File: src/rtl/mips_pkg.sv
// rtl/mips_pkg.sv - shared fetch FSM encoding and MIPS opcode constants
package mips_pkg;

  typedef enum logic [1:0] {
    FETCH = 2'd0,
    WAIT  = 2'd1,
    ISSUE = 2'd2
  } fetch_state_e;

  localparam logic [5:0]  OPC_BEQ = 6'b000100;
  localparam logic [5:0]  OPC_J   = 6'b000010;
  localparam logic [31:0] PC_STEP = 32'd4;

endpackage

File: src/rtl/pc_next.sv
// rtl/pc_next.sv - combinational next-PC selection (jump > branch > sequential)
module pc_next
  import mips_pkg::*;
(
  input  logic [31:0] pc,
  input  logic        jump,
  input  logic [25:0] jump_addr,
  input  logic        branch_taken,
  input  logic [15:0] branch_imm,
  output logic [31:0] next_pc
);

  logic [31:0] w_pc_plus4;
  logic [31:0] w_branch_off;

  assign w_pc_plus4   = pc + PC_STEP;
  // Word offset: sign-extend the immediate and scale to bytes.
  assign w_branch_off = {{14{branch_imm[15]}}, branch_imm, 2'b00};

  // Jump wins over a simultaneous taken branch; sums wrap modulo 2^32.
  always_comb begin
    next_pc = w_pc_plus4;
    if (jump) begin
      next_pc = {w_pc_plus4[31:28], jump_addr, 2'b00};
    end else if (branch_taken) begin
      next_pc = w_pc_plus4 + w_branch_off;
    end
  end

endmodule

File: src/rtl/inst_fetch.sv
// rtl/inst_fetch.sv - instruction fetch stage: memory request, capture and issue
module inst_fetch
  import mips_pkg::*;
#(
  parameter logic [31:0] RESET_PC = 32'h0000_0000
)
(
  input  logic        clk,
  input  logic        rst_n,
  input  logic        stall,
  input  logic        branch_taken,
  input  logic [15:0] branch_imm,
  input  logic        jump,
  input  logic [25:0] jump_addr,
  output logic        imem_req,
  output logic [31:0] imem_addr,
  input  logic        imem_ready,
  input  logic [31:0] imem_rdata,
  output logic [31:0] inst,
  output logic        inst_valid,
  output logic [31:0] pc,
  output logic [31:0] inst_count
);

  // The PC is always word aligned, even if RESET_PC is not.
  localparam logic [31:0] RESET_PC_ALIGNED = {RESET_PC[31:2], 2'b00};

  fetch_state_e r_state;
  fetch_state_e w_state_nxt;
  logic [31:0]  r_pc;
  logic [31:0]  r_inst;
  logic [31:0]  r_count;
  logic [31:0]  w_next_pc;
  logic         w_capture;
  logic         w_consume;

  pc_next u_pc_next (
    .pc           (r_pc),
    .jump         (jump),
    .jump_addr    (jump_addr),
    .branch_taken (branch_taken),
    .branch_imm   (branch_imm),
    .next_pc      (w_next_pc)
  );

  // Next-state: request until memory answers, then hold in ISSUE until consumed.
  always_comb begin
    w_state_nxt = r_state;
    w_capture   = 1'b0;
    w_consume   = 1'b0;
    case (r_state)
      FETCH, WAIT: begin
        if (imem_ready) begin
          w_capture   = 1'b1;
          w_state_nxt = ISSUE;
        end else begin
          w_state_nxt = WAIT;
        end
      end
      ISSUE: begin
        if (!stall) begin
          w_consume   = 1'b1;
          w_state_nxt = FETCH;
        end
      end
      default: w_state_nxt = FETCH;
    endcase
  end

  // State register; reset drops any in-flight request.
  always_ff @(posedge clk or negedge rst_n) begin
    if (!rst_n) begin
      r_state <= FETCH;
    end else begin
      r_state <= w_state_nxt;
    end
  end

  // Datapath: capture on memory response, advance PC and count on consumption.
  always_ff @(posedge clk or negedge rst_n) begin
    if (!rst_n) begin
      r_pc    <= RESET_PC_ALIGNED;
      r_inst  <= 32'd0;
      r_count <= 32'd0;
    end else begin
      if (w_capture) begin
        r_inst <= imem_rdata;
      end
      if (w_consume) begin
        r_pc    <= w_next_pc;
        r_count <= r_count + 32'd1;
      end
    end
  end

  assign imem_req   = (r_state != ISSUE);
  assign imem_addr  = r_pc;
  assign inst       = r_inst;
  assign inst_valid = (r_state == ISSUE);
  assign pc         = r_pc;
  assign inst_count = r_count;

endmodule

File: config.mk
export PLATFORM = sky130hd
export DESIGN_NAME = inst_fetch
export DESIGN_NICKNAME = d
export VERILOG_FILES = /design/src/rtl/mips_pkg.sv /design/src/rtl/pc_next.sv /design/src/rtl/inst_fetch.sv
export SDC_FILE = /design/constraint.sdc
export NUM_CORES = 1
export LEC_CHECK = 0
export CAP_MARGIN = 20
export CORE_ASPECT_RATIO = 1.25
export CORE_MARGIN = 2
export CORE_UTILIZATION = 49
export DETAILED_ROUTE_END_ITERATION = 8
export GPL_TIMING_DRIVEN = 0
export HOLD_SLACK_MARGIN = 0.05
export PLACE_DENSITY = 0.83
export SLEW_MARGIN = 10
export SYNTH_ARGS = -nofsm -noshare
export SYNTH_HDL_FRONTEND = slang
export SYNTH_SLANG_ARGS = --single-unit
File: constraint.sdc
create_clock -name clk -period 8.7 [get_ports clk]
set_input_delay 0.87 -clock clk [delete_from_list [all_inputs] [get_ports clk]]
set_output_delay 0.87 -clock clk [all_outputs]
set_load 0.005 [all_outputs]
* Word-level counts from Yosys, hierarchy flattened
Index checks and enable logic that the tools add are counted. Widths: inputs -> output; s select.
Storage, ports and cells: register bits after elaboration 98, input port bits 80, logic and storage cells 22
Cells by class: add/sub/neg operators 3, equality and inequality tests 4, muxes and demuxes 9, reduce and logical (&&, ||, !) cells 2
Operators with widths (count):
- $mux 32 | 2
- $add 32x1->32 const B | 1
- $add 32x3->32 const B | 1
- $add 32x32->32 | 1
- $mux 1 | 4
- $mux 2 | 2
- $ne 2x2->1 const B | 2
- $pmux 2 s2 | 1
- $eq 2x1->1 const B | 1
- $eq 2x2->1 const B | 1
- $logic_not 2->1 | 1
- $reduce_or 2->1 | 1

* Longest topological paths before layout
depth in word-level cells 4, mapped depth 17

* Cells and area by module
From an unflattened synthesis, not the netlist that was laid out.
Unflattened totals: cells, all modules 725, area, all modules 6993.0 um^2
By module, submodules not included:
- inst_fetch | instances 1, cells an instance 297, area an instance 4150.2 um^2, seq. area each 2452.4 um^2
- pc_next | instances 1, cells an instance 428, area an instance 2842.7 um^2, seq. area each 0.0 um^2

* Worst setup path after synthesis
No wires, ideal clock.
path type flip-flop to flip-flop, start register r_pc[4], in the netlist imem_addr[4], end register r_pc[30], in the netlist imem_addr[30], arrival time 3.665 ns, required time 8.623 ns, path slack 4.958 ns, stages on the path, launching flop included 16, clock period less this slack 3.742 ns, cell sequence dfrtp_1 and4_1 nand4_2 nor3_2 nand2_1 xnor2_1 ha_1 clkbuf_8 nand4_1 a2111o_1 a41oi_4 a21oi_2 nand3b_4 a2111oi_4 mux2_1 a21oi_1
On the way: longest elaborated chain between the ends 4
Ends and longest elaborated chain:
- start: declaration | line inst_fetch.sv:30 | logic [31:0] r_pc;
- start signal: assignment | line inst_fetch.sv:90 | r_pc <= w_next_pc;
- $add 32x3->32 * | line pc_next.sv:16 | assign w_pc_plus4 = pc + PC_STEP;
- $add 32x32->32 | line pc_next.sv:26 | next_pc = w_pc_plus4 + w_branch_off;
- $mux 32 | line pc_next.sv:25 | end else if (branch_taken) begin
- $mux 32 * | line pc_next.sv:23 | if (jump) begin
Mark *: on every way between the ends. The rest lies on a longest branch, timed or not. A chain may end at the register's enable or synchronous reset.

* Worst setup path in the final report
start register r_pc[16], in the netlist imem_addr[16], end register r_pc[31], in the netlist imem_addr[31]
Same word-level chain as after synthesis.

==> results.txt <==
Max-slew violations = 0
Critical path class = register to register
CTS tree = yes
Vias per inst = 5.79
Global-route wire length before repair = 33.5 mm
DIE AREA = 15000 sq um
Critical path startpoint = imem_addr[16]
CTS Sinks = 96
CTS resizes = 0
CP required = 8.97 ns
DRT antenna net count = 0
Post-synthesis xor/xnor area fraction = 9.29%
DRT Pass-1 Iters = 7
Num CTS Buffers = 9
Nets = 1080
R2R Path Start = imem_addr[16]
Pre-CTS WS = 4.00 ns
Count of final setup violators = 0
Placer Congestion = 0.962
Cell count after synthesis = 743
Total Routing Usage GR = 29.1%
Number of flops mapped to enable cells by yosys = 0
Post-synthesis adder-cell area fraction = 7.20%
Die Wd = 110 um
Maximum clock insertion buffer count = 2
Synth async-reset ratio = 100%
Setup Buffers After CTS = 0
CTS Root Buffer Type = clkbuf_16
Crit path cell chain = and4_1 > and3_1 > and2_1 > nand4_1 > nor4_1 > nand2_1 > xnor2_1 > ha_1 > clkdlybuf4s50_2 > nand3_1 > nor3_1 > a31oi_1 > mux2i_1 > nand3_1 > mux2i_1 > xnor2_1
Worst min path class = input port to asynchronous set/reset pin
Synthesized area per cell = 9.27 sq um
Area growth syn-to-layout = 37.6%
Peak VDD IR = 0.158 mV
Fraction of layout cells with a size suffix above 1 = 11.4%
DP HPWL = 16.5 mm
Crit-path max cell delay = 0.88 ns
PwrDens = 273 nW/um^2
CP arrival = 5.21 ns
Initial antenna violation count = 0
Netlist cell types = 67
N_diodes = 0
Final WL = 21.9 mm
Clk slew on worst S/H paths = 0.08 ns
Yosys warns = 0
DR vias = 6610
Design Power = 0.00259 W
RSZ-0062 raised after global routing = no
Critical Path Fanout Max = 8
Leak pwr = 4.11 nW
Syn Std Cell Area = 6890 sq um
Crit path launch type = register
Most frequent cells in the layout = 202 x clkdlybuf4s50_1, 96 x dfrtp_1, 80 x nand2_1
GRT overflow = 0
Post-synthesis mux area share = 7.00%
Hold buffers post-CTS = 0
Number of synthesized register bits = 96
Die Y = 137 um
Std-Cell Core Area = 13800 sq um
Synth Area in Compound Gates = 17.4%
Wire per inst = 19.1 um
Final period util = 56.8%
Drt initial violations = 432
Final Critical Period = 4.94 ns
Initial Utilization = 50.1%
Fin Setup TNS = 0 ns
Pin count of the biggest net entering global routing = 64
Synthesized-area fraction occupied by and/or/nand/nor cells = 17.3%
Slowest CP cell = nor4_1
Max capacitance violation total = 0
Vias in the first global route = 6313
DRC Markers = 0
CP endpoint kind = register
PortBufs = 203
Fmax = 202 MHz
Ys flop type = dfrtp_1
Least-Margin Pin Slew = 1.06 ns
Setup ws final = 3.76 ns
Worst skew pair latency = 0.36 ns
Row count = 48
Io pins = 210
Number of H-tree levels = 3
Final Hold Viols = 0
Most common cell after layout, fill and taps aside = clkdlybuf4s50_1
Slew headroom = 28.6%
Final Skew = 0.0137 ns
Largest family of logic cells by synthesized area = compound AO/OA/AOI/OAI gates
Filler cells = 1101
Status = finished, final reports clean
Post-synthesis sequential area ratio = 34.9%
state kept, by name, indices dropped and copies added (netlist names):
name and flops:
inst 32, inst_count 32, imem_addr 30, r_state 2
synth_stat cells (all sizes together) (3+ instances only):
cell    count  area, sq um
a211o       5         43.8
a211oi     10         75.1
a21o       20          151
a21oi      35          179
a221o       3         31.3
a22o        3         26.3
a31o        5         43.8
a31oi       4         25.0
and2        9         56.3
and3       15         95.1
and4        5         43.8
buf        37          278
clkbuf     25          144
dfrtp      96         2400
ha         38          475
inv        12         45.0
mux2       33          372
mux2i      11          110
nand2      80          300
nand2b      5         31.3
nand3      28          140
nand3b      3         35.0
nand4      24          156
nor2       51          191
nor2b       3         18.8
nor3       14         80.1
nor4        3         18.8
o211ai      7         57.6
o21a       10         75.1
o21ai      41          205
o21bai      3         22.5
o221ai      3         26.3
o22ai       3         18.8
o31ai       3         22.5
xnor2      49          429
xor2       24          210
stage by stage:
step	util (%)	area [sq um]	std cells	hold slack [ns]
final	68.9	9470	1141	0.458
after global routing	68.9	9470	1141	0.495
after CTS	68.9	9470	1141	0.478
after detailed placement	66.7	9170	1125	0.451
after global placement	66.5	9150	1124	0.435
after floorplan	-	6900	746	0.422
worst paths after layout:
kind                                       end  cells after the start  slack [ns]
worst max register to register   imem_addr[31]                     16        3.76
worst max-delay path             imem_addr[31]                     16        3.76
max in group asynchronous       inst_count[20]                      2        7.56
worst min-delay path            inst_count[31]                      1        0.46
min in group clk                    r_state[0]                      1        0.47
worst min register to register      r_state[0]                      1        0.47
metal layers:
metal	vias to the layer above	track usage (%)	part of all wire (%)
met5	-	0	0.11
li1	3079	-	-
met4	2	12.2	4.1
met3	63	4.05	6.0
met1	3197	37.2	39
met2	269	49.0	51
cell type report:
type	count	area, sq um	share of cell area, %
clock inverters	6	61.3	0.647
plain buffers	63	433	4.57
well taps	175	219	2.31
clock buffers	10	239	2.52
inverters	12	45.0	0.475
multi-input cells	575	4020	42.4
flip-flops and latches	96	2400	25.4
repair buffers	204	2060	21.7
critical path, delay by kind of cell, from the launching register on:
family / cells / cell delay (ns)
AND/OR/NAND/NOR: 9 / 2.36
flip-flops: 1 / 0.57
buffers and inverters: 1 / 0.57
multiplexers: 2 / 0.42
XOR/XNOR: 2 / 0.37
AO/OA/AOI/OAI: 1 / 0.29
adder cells (fa/ha/maj): 1 / 0.27
kinds of logic after synthesis:
family | Yosys count
flip-flops | 96
XOR/XNOR | 73
AND/OR/NAND/NOR | 243
adder cells (fa/ha/maj) | 39
other | 1
buffers and inverters | 75
AO/OA/AOI/OAI | 172
multiplexers | 44
report_power, final:
group | leakage [nW] | internal [W] | switching (W)
Sequential | 1.20 | 0.000550 | 0.000160
Combinational | 2.76 | 0.000811 | 0.000662
Clock | 0.144 | 0.000209 | 0.000197
Total | 4.11 | 0.00157 | 0.00102
(Power assumes the default switching activity.)
